==> src/rtl/omr_grader_seq_if.sv <==
// Handshake and result bundle between the bubble-sensing front end, the grader and the result logic.
// slave = grader side, master = front end / consumer side.
interface omr_grader_seq_if #(
  parameter int NUM_Q    = 10,
  parameter int NUM_OPT  = 4,
  parameter int POS_MARK = 4
);
  localparam int CNT_W   = $clog2(NUM_Q + 1);
  localparam int SCORE_W = $clog2(NUM_Q * POS_MARK + 1) + 1;

  logic                        key_load;
  logic [NUM_Q*NUM_OPT-1:0]    key_in;
  logic                        mode;
  logic                        sheet_start;
  logic                        sheet_abort;
  logic                        ans_valid;
  logic                        ans_ready;
  logic [NUM_OPT-1:0]          ans_data;
  logic                        result_valid;
  logic                        result_ready;
  logic [CNT_W-1:0]            num_correct;
  logic [CNT_W-1:0]            num_wrong;
  logic [CNT_W-1:0]            num_blank;
  logic [CNT_W-1:0]            num_multi;
  logic signed [SCORE_W-1:0]   score_out;
  logic [15:0]                 sheets_graded;
  logic                        busy;

  modport slave (
    input  key_load, key_in, mode, sheet_start, sheet_abort,
    input  ans_valid, ans_data, result_ready,
    output ans_ready, result_valid, num_correct, num_wrong, num_blank,
    output num_multi, score_out, sheets_graded, busy
  );

  modport master (
    output key_load, key_in, mode, sheet_start, sheet_abort,
    output ans_valid, ans_data, result_ready,
    input  ans_ready, result_valid, num_correct, num_wrong, num_blank,
    input  num_multi, score_out, sheets_graded, busy
  );
endinterface

==> src/rtl/omr_grader_seq.sv <==
// Sequential OMR grader: one answer per accepted beat, classified and scored against a latched key.
// Results are held behind result_valid until result_ready; ans_ready is high only while grading.
module omr_grader_seq #(
  parameter int NUM_Q     = 10,
  parameter int NUM_OPT   = 4,
  parameter int POS_MARK  = 4,
  parameter int NEG_MARK  = 1,
  parameter int CLAMP_NEG = 1
) (
  input  logic                 clk,
  input  logic                 reset_n,
  omr_grader_seq_if.slave      bus
);
  localparam int CNT_W   = $clog2(NUM_Q + 1);
  localparam int SCORE_W = $clog2(NUM_Q * POS_MARK + 1) + 1;
  localparam int IDX_W   = $clog2(NUM_Q);

  localparam logic [1:0] S_IDLE  = 2'd0;
  localparam logic [1:0] S_GRADE = 2'd1;
  localparam logic [1:0] S_DONE  = 2'd2;

  localparam logic signed [SCORE_W-1:0] POS_D = SCORE_W'(POS_MARK);
  localparam logic signed [SCORE_W-1:0] NEG_D = SCORE_W'(0) - SCORE_W'(NEG_MARK);
  localparam logic signed [SCORE_W-1:0] ONE_D = SCORE_W'(1);

  logic [1:0]                  r_state;
  logic [NUM_Q*NUM_OPT-1:0]    r_key;
  logic                        r_mode;
  logic [IDX_W-1:0]            r_idx;
  logic [CNT_W-1:0]            r_num_correct;
  logic [CNT_W-1:0]            r_num_wrong;
  logic [CNT_W-1:0]            r_num_blank;
  logic [CNT_W-1:0]            r_num_multi;
  logic signed [SCORE_W-1:0]   r_acc;
  logic [15:0]                 r_sheets;

  logic [NUM_OPT-1:0]          w_key_q;
  logic                        w_dropped;
  logic                        w_blank;
  logic                        w_multi;
  logic                        w_correct;
  logic                        w_wrong;
  logic signed [SCORE_W-1:0]   w_delta;

  assign w_key_q   = r_key[r_idx*NUM_OPT +: NUM_OPT];
  assign w_dropped = (w_key_q == '0);
  assign w_blank   = !w_dropped && (bus.ans_data == '0);
  // x & (x-1) is non-zero exactly when more than one bubble is marked
  assign w_multi   = !w_dropped && (bus.ans_data != '0) &&
                     ((bus.ans_data & (bus.ans_data - NUM_OPT'(1))) != '0);
  assign w_correct = w_dropped || (!w_blank && !w_multi && (bus.ans_data == w_key_q));
  assign w_wrong   = !w_correct && !w_blank && !w_multi;

  always_comb begin
    w_delta = '0;
    if (r_mode) begin
      if (w_correct)
        w_delta = POS_D;
      else if (w_wrong || w_multi)
        w_delta = NEG_D;
    end else if (w_correct) begin
      w_delta = ONE_D;
    end
  end

  always_ff @(posedge clk or negedge reset_n) begin
    if (!reset_n) begin
      r_state       <= S_IDLE;
      r_key         <= '0;
      r_mode        <= 1'b0;
      r_idx         <= '0;
      r_num_correct <= '0;
      r_num_wrong   <= '0;
      r_num_blank   <= '0;
      r_num_multi   <= '0;
      r_acc         <= '0;
      r_sheets      <= '0;
    end else begin
      case (r_state)
        S_IDLE: begin
          if (bus.key_load)
            r_key <= bus.key_in;
          if (bus.sheet_start) begin
            r_num_correct <= '0;
            r_num_wrong   <= '0;
            r_num_blank   <= '0;
            r_num_multi   <= '0;
            r_acc         <= '0;
            r_idx         <= '0;
            r_mode        <= bus.mode;
            r_state       <= S_GRADE;
          end
        end
        S_GRADE: begin
          if (bus.sheet_abort) begin
            r_state <= S_IDLE;
          end else if (bus.ans_valid) begin
            r_num_correct <= r_num_correct + CNT_W'(w_correct);
            r_num_wrong   <= r_num_wrong   + CNT_W'(w_wrong);
            r_num_blank   <= r_num_blank   + CNT_W'(w_blank);
            r_num_multi   <= r_num_multi   + CNT_W'(w_multi);
            r_acc         <= r_acc + w_delta;
            r_idx         <= r_idx + IDX_W'(1);
            if (r_idx == IDX_W'(NUM_Q - 1))
              r_state <= S_DONE;
          end
        end
        S_DONE: begin
          if (bus.result_ready) begin
            r_sheets <= r_sheets + 16'd1;
            r_state  <= S_IDLE;
          end
        end
        default: r_state <= S_IDLE;
      endcase
    end
  end

  assign bus.ans_ready     = (r_state == S_GRADE);
  assign bus.result_valid  = (r_state == S_DONE);
  assign bus.busy          = (r_state != S_IDLE);
  assign bus.num_correct   = r_num_correct;
  assign bus.num_wrong     = r_num_wrong;
  assign bus.num_blank     = r_num_blank;
  assign bus.num_multi     = r_num_multi;
  assign bus.sheets_graded = r_sheets;
  assign bus.score_out     = ((CLAMP_NEG != 0) && r_acc[SCORE_W-1]) ? '0 : r_acc;
endmodule
==> src/flat_wrapper.sv <==
// flat-port wrapper written by rule: the top's interface ports become plain ports
module omr_grader_seq_flat 
#(
  parameter int NUM_Q     = 10,
  parameter int NUM_OPT   = 4,
  parameter int POS_MARK  = 4,
  parameter int NEG_MARK  = 1,
  parameter int CLAMP_NEG = 1
)
  (clk, reset_n, bus_key_load, bus_key_in, bus_mode, bus_sheet_start, bus_sheet_abort, bus_ans_valid, bus_ans_data, bus_result_ready, bus_ans_ready, bus_result_valid, bus_num_correct, bus_num_wrong, bus_num_blank, bus_num_multi, bus_score_out, bus_sheets_graded, bus_busy);
  omr_grader_seq_if #(.NUM_Q(NUM_Q), .NUM_OPT(NUM_OPT), .POS_MARK(POS_MARK)) bus_i ();
  input  logic clk;
  input  logic reset_n;
  input wire logic [$bits(bus_i.key_load)-1:0] bus_key_load;
  input wire logic [$bits(bus_i.key_in)-1:0] bus_key_in;
  input wire logic [$bits(bus_i.mode)-1:0] bus_mode;
  input wire logic [$bits(bus_i.sheet_start)-1:0] bus_sheet_start;
  input wire logic [$bits(bus_i.sheet_abort)-1:0] bus_sheet_abort;
  input wire logic [$bits(bus_i.ans_valid)-1:0] bus_ans_valid;
  input wire logic [$bits(bus_i.ans_data)-1:0] bus_ans_data;
  input wire logic [$bits(bus_i.result_ready)-1:0] bus_result_ready;
  output wire logic [$bits(bus_i.ans_ready)-1:0] bus_ans_ready;
  output wire logic [$bits(bus_i.result_valid)-1:0] bus_result_valid;
  output wire logic [$bits(bus_i.num_correct)-1:0] bus_num_correct;
  output wire logic [$bits(bus_i.num_wrong)-1:0] bus_num_wrong;
  output wire logic [$bits(bus_i.num_blank)-1:0] bus_num_blank;
  output wire logic [$bits(bus_i.num_multi)-1:0] bus_num_multi;
  output wire logic [$bits(bus_i.score_out)-1:0] bus_score_out;
  output wire logic [$bits(bus_i.sheets_graded)-1:0] bus_sheets_graded;
  output wire logic [$bits(bus_i.busy)-1:0] bus_busy;
  assign bus_i.key_load = bus_key_load;
  assign bus_i.key_in = bus_key_in;
  assign bus_i.mode = bus_mode;
  assign bus_i.sheet_start = bus_sheet_start;
  assign bus_i.sheet_abort = bus_sheet_abort;
  assign bus_i.ans_valid = bus_ans_valid;
  assign bus_i.ans_data = bus_ans_data;
  assign bus_i.result_ready = bus_result_ready;
  assign bus_ans_ready = bus_i.ans_ready;
  assign bus_result_valid = bus_i.result_valid;
  assign bus_num_correct = bus_i.num_correct;
  assign bus_num_wrong = bus_i.num_wrong;
  assign bus_num_blank = bus_i.num_blank;
  assign bus_num_multi = bus_i.num_multi;
  assign bus_score_out = bus_i.score_out;
  assign bus_sheets_graded = bus_i.sheets_graded;
  assign bus_busy = bus_i.busy;
  omr_grader_seq #(.NUM_Q(NUM_Q), .NUM_OPT(NUM_OPT), .POS_MARK(POS_MARK), .NEG_MARK(NEG_MARK), .CLAMP_NEG(CLAMP_NEG)) u_core (.clk(clk), .reset_n(reset_n), .bus(bus_i));
endmodule
==> config.mk <==
export PLATFORM = sky130hd
export DESIGN_NAME = omr_grader_seq_flat
export DESIGN_NICKNAME = d
export VERILOG_FILES = /design/src/rtl/omr_grader_seq_if.sv /design/src/rtl/omr_grader_seq.sv /design/src/flat_wrapper.sv
export SDC_FILE = /design/constraint.sdc
export NUM_CORES = 1
export LEC_CHECK = 0
export BUFFER_PORTS_ARGS = -buffer_cell sky130_fd_sc_hd__buf_2
export CAP_MARGIN = 20
export CORE_MARGIN = 2
export CORE_UTILIZATION = 49
export DETAILED_ROUTE_END_ITERATION = 12
export GPL_ROUTABILITY_DRIVEN = 0
export PLACE_DENSITY = 0.74
export SLEW_MARGIN = 20
export SYNTH_ARGS = -nofsm -noshare
export SYNTH_HDL_FRONTEND = slang
export SYNTH_SLANG_ARGS = --single-unit
export TNS_END_PERCENT = 1
==> constraint.sdc <==
create_clock -name clk -period 4.3 [get_ports clk]
set_input_delay 0.86 -clock clk [delete_from_list [all_inputs] [get_ports clk]]
set_output_delay 0.86 -clock clk [all_outputs]
set_load 0.005 [all_outputs]
==> results.py <==
metrics = {
    "run_status": {
        "status": "finished clean",
    },
    "logic_synthesis": {
        "synth_compound_area_share_pct": 6.32,
        "syn_inst": 403,
        "yosysSeqAreaShare_pct": 48.8,
        "synth_xor_area_share_pct": 6.15,
        "synthArstFlopShare_pct": 100,
        "syn_nets": 473,
        "yosysWarnings": 0,
        "ys_ff_latch": 86,
        "synthSimpleGateAreaFrac_pct": 14.4,
        "synthAdderAreaFrac_pct": 5.27,
        "synth_top_family_by_area": "multiplexers",
        "yosys.area.top_type": "dfrtp_1",
        "synth_edf_count": 0,
        "synth.distinct_cells": 49,
        "synth_area_sq_mm": 0.00441,
        "yosys-mux-area-fraction_pct": 15.8,
        "avgSynthCellArea_sq_um": 11.0,
        "synth_top_area_share_pct": 48.8,
        "synth_area_leaders": "dfrtp_1, mux2_2, ha_1",
        "synth_ff_type": "dfrtp_1",
    },
    "cells_and_area": {
        "area_growth_pct": 19.4,
        "diodes": 0,
        "seq_area_sq_mm": 0.00215,
        "final_nets": 568,
        "final_core_util_pct": 60.4,
        "final_common_cell": "buf_2",
        "multiInputGateArea_sq_mm": 0.00219,
        "layout_common_cells": "buf_2, dfrtp_1, nand2_1",
        "drive_gt1_share_pct": 36.8,
        "fill_cells": 739,
    },
    "sta": {
        "hold_ws_ns": 0.478,
        "finalCritPeriodShare_pct": 95.1,
        "worst_clock_skew_ns": 0.0171,
        "tightestPinTransition_ns": 0.911,
        "fin_crit_ns": 4.09,
        "slew_violations": 0,
        "slew_headroom_pct": 39.2,
        "setup_viol": 0,
        "max_freq_mhz": 244,
        "finalHoldViolations": 0,
    },
    "die": {
        "start_util_pct": 50.6,
        "rows": 34,
        "dieArea_sq_mm": 0.00978,
        "io_pins": 94,
        "die_x_um": 98.9,
        "coreArea_sq_mm": 0.00872,
        "chipHeight_um": 98.9,
    },
    "grt": {
        "grt_max_degree": 87,
        "track_usage_pct": 19.2,
        "grt_pass1_wl_um": 15000,
        "grt_remaining_overflow": 0,
        "antenna_found_initial": 0,
        "first_global_vias": 3168,
    },
    "routing": {
        "routedWlPerCell_um": 15.3,
        "final_antenna_net_count": 0,
        "drt_iter0_drc": 126,
        "dr.pass1.iters": 4,
        "remaining_drc_errors": 0,
        "num_vias": 3260,
        "viasPerCell": 5.34,
        "drt_wl_total_um": 9320,
    },
    "pwr": {
        "power_per_cell_area_mw_per_mm2": 422,
        "vdd_drop_max_mv": 0.230,
        "leakage_nw": 2.61,
    },
    "clocking": {
        "insertion_delay_ns": 0.36,
        "clk_path_buf_depth": 2,
        "htreeDepth": 3,
        "root_buffer": "clkbuf_8",
        "cts_buffers": 9,
        "clkTransAtPathRegs_ns": 0.09,
        "cts_tree": "done",
        "hold_buffers": 0,
        "cts.sink_count": 86,
    },
    "setup_path": {
        "crit_family": "simple AND/OR/NAND/NOR gates",
        "cpMaxStageDelayCell": "or4b_1",
        "path_buf_inv": 2,
        "crit_required_ns": 4.58,
        "critPathArrivalTime_ns": 4.37,
        "path_class": "flip-flop to flip-flop",
        "critPathMaxFanout": 5,
        "cp_cell_sequence": "buf_4 -> mux4_2 -> mux2i_2 -> o22ai_2 -> xnor2_2 -> or4_1 -> or3b_4 -> mux2i_2 -> ha_2 -> inv_1 -> fa_2 -> nor2b_1 -> o21ai_1 -> nand2b_1 -> a21oi_2 -> o21bai_2 -> or4b_1 -> o211a_1 -> o21ai_2",
        "startpoint_type": "flip-flop",
        "slowest_delay_ns": 0.51,
        "end_kind": "flip-flop",
        "crit_path_frequent_cell": "mux2i_2",
    },
    "job": {
        "cap_violations": 0,
    },
    "hold_path": {
        "worstHoldPathType": "flip-flop to flip-flop",
    },
    "placement": {
        "portBuffers": 92,
        "hpwl_um": 6620,
    },
}
-- layer usage --
| layer | part of all wire, % | track usage, % |
|---|---|---|
| met3 | 4.4 | 3.69 |
| met4 | 2.1 | 7.38 |
| met5 | 0 | 0 |
| met1 | 46 | 26.3 |
| met2 | 47 | 30.4 |
-- layout make-up --
cell class | count | area share (%)
tap | 108 | 2.56
timing repair buffer | 103 | 10.6
sequential | 86 | 40.9
clock buffer | 12 | 2.94
clock inverter | 4 | 0.546
multi-input combinational | 285 | 41.6
inverter | 13 | 0.926
-- state kept, by name, summed over array words and instances (netlist names) --
name                      flops
u_core.r_key                 40
u_core.bus.sheets_graded     16
u_core.r_acc                  7
u_core.bus.num_blank          4
u_core.bus.num_correct        4
u_core.bus.num_multi          4
u_core.bus.num_wrong          4
u_core.r_idx                  4
u_core.r_state                2
u_core.r_mode                 1
-- worst paths after layout --
path,from,end,cells past startpoint,slack [ns]
setup / recovery,u_core.r_idx[0],u_core.r_acc[6],19,0.21
hold / removal,u_core.bus.sheets_graded[15],u_core.bus.sheets_graded[15],1,0.48
setup reg to reg,u_core.r_idx[0],u_core.r_acc[6],19,0.21
hold reg to reg,u_core.bus.sheets_graded[15],u_core.bus.sheets_graded[15],1,0.48
max in group asynchronous,reset_n,u_core.r_idx[0],1,3.20
min in group asynchronous,reset_n,u_core.bus.sheets_graded[6],1,0.54
-- worst reg2reg max path: cells and delay by family (launching register included) --
family                   cells  cell delay (ns)
AO/OA/AOI/OAI                6             0.70
buffers and inverters        2             0.21
flip-flops                   1             0.44
adder cells (fa/ha/maj)      2             0.41
multiplexers                 3             0.84
XOR/XNOR                     1             0.24
AND/OR/NAND/NOR              5             1.17
-- Yosys cell counts, types with 2 or more instances --
library cell / instances
nor3_1: 5
o22ai_1: 2
ha_1: 17
nand2_1: 44
nand2b_1: 4
buf_1: 4
nand4_1: 6
xor2_1: 17
o21ai_0: 11
nor2_1: 30
mux4_2: 4
a2bb2oi_1: 2
a31oi_1: 2
or3_1: 2
o31ai_1: 2
a21oi_1: 7
a2111oi_0: 2
buf_2: 2
inv_1: 13
nor2b_1: 10
and2_1: 4
nand3_1: 23
mux2_1: 2
a21o_1: 3
dfrtp_1: 86
clkbuf_1: 9
or3b_1: 2
mux2i_1: 11
mux2_2: 42
buf_4: 3
xnor2_1: 14
-- repair_timing --
action,CTS,global route
endpoints found under the setup margin,1,2
pin swaps,0,9
resized for setup,1,22
buffers inserted,0,5
-- power by group --
group / total [W] / internal, W / switching, W
Clock: 0.000534 / 0.000243 / 0.000291
Sequential: 0.00103 / 0.000940 / 0.0000916
Combinational: 0.000658 / 0.000348 / 0.000311
-- through the flow --
step / setup WS, ns / TNS (ns) / std cells / cell area (sq um) / power (W)
after floorplan: 0.259 / 0 / 403 / 4410 / 0.00147
after global placement: 0.130 / 0 / 590 / 4960 / 0.00162
after detailed placement: -0.00165 / -0.00165 / 590 / 4960 / 0.00165
after CTS: 0.0100 / 0 / 606 / 5150 / 0.00218
after global routing: -0.0571 / -0.0571 / 611 / 5270 / 0.00236
final: 0.209 / 0 / 611 / 5270 / 0.00222
-- kinds of logic (layout without fill, tap and decap cells) --
family          Yosys count  count (layout)
simple gates            135             135
flops                    86              86
mux                      59              59
compound gates           41              41
buf+inv                  32             132
xor+xnor                 31              31
fa+ha+maj                18              18
other cells               1               1
(Power assumes the default switching activity.)
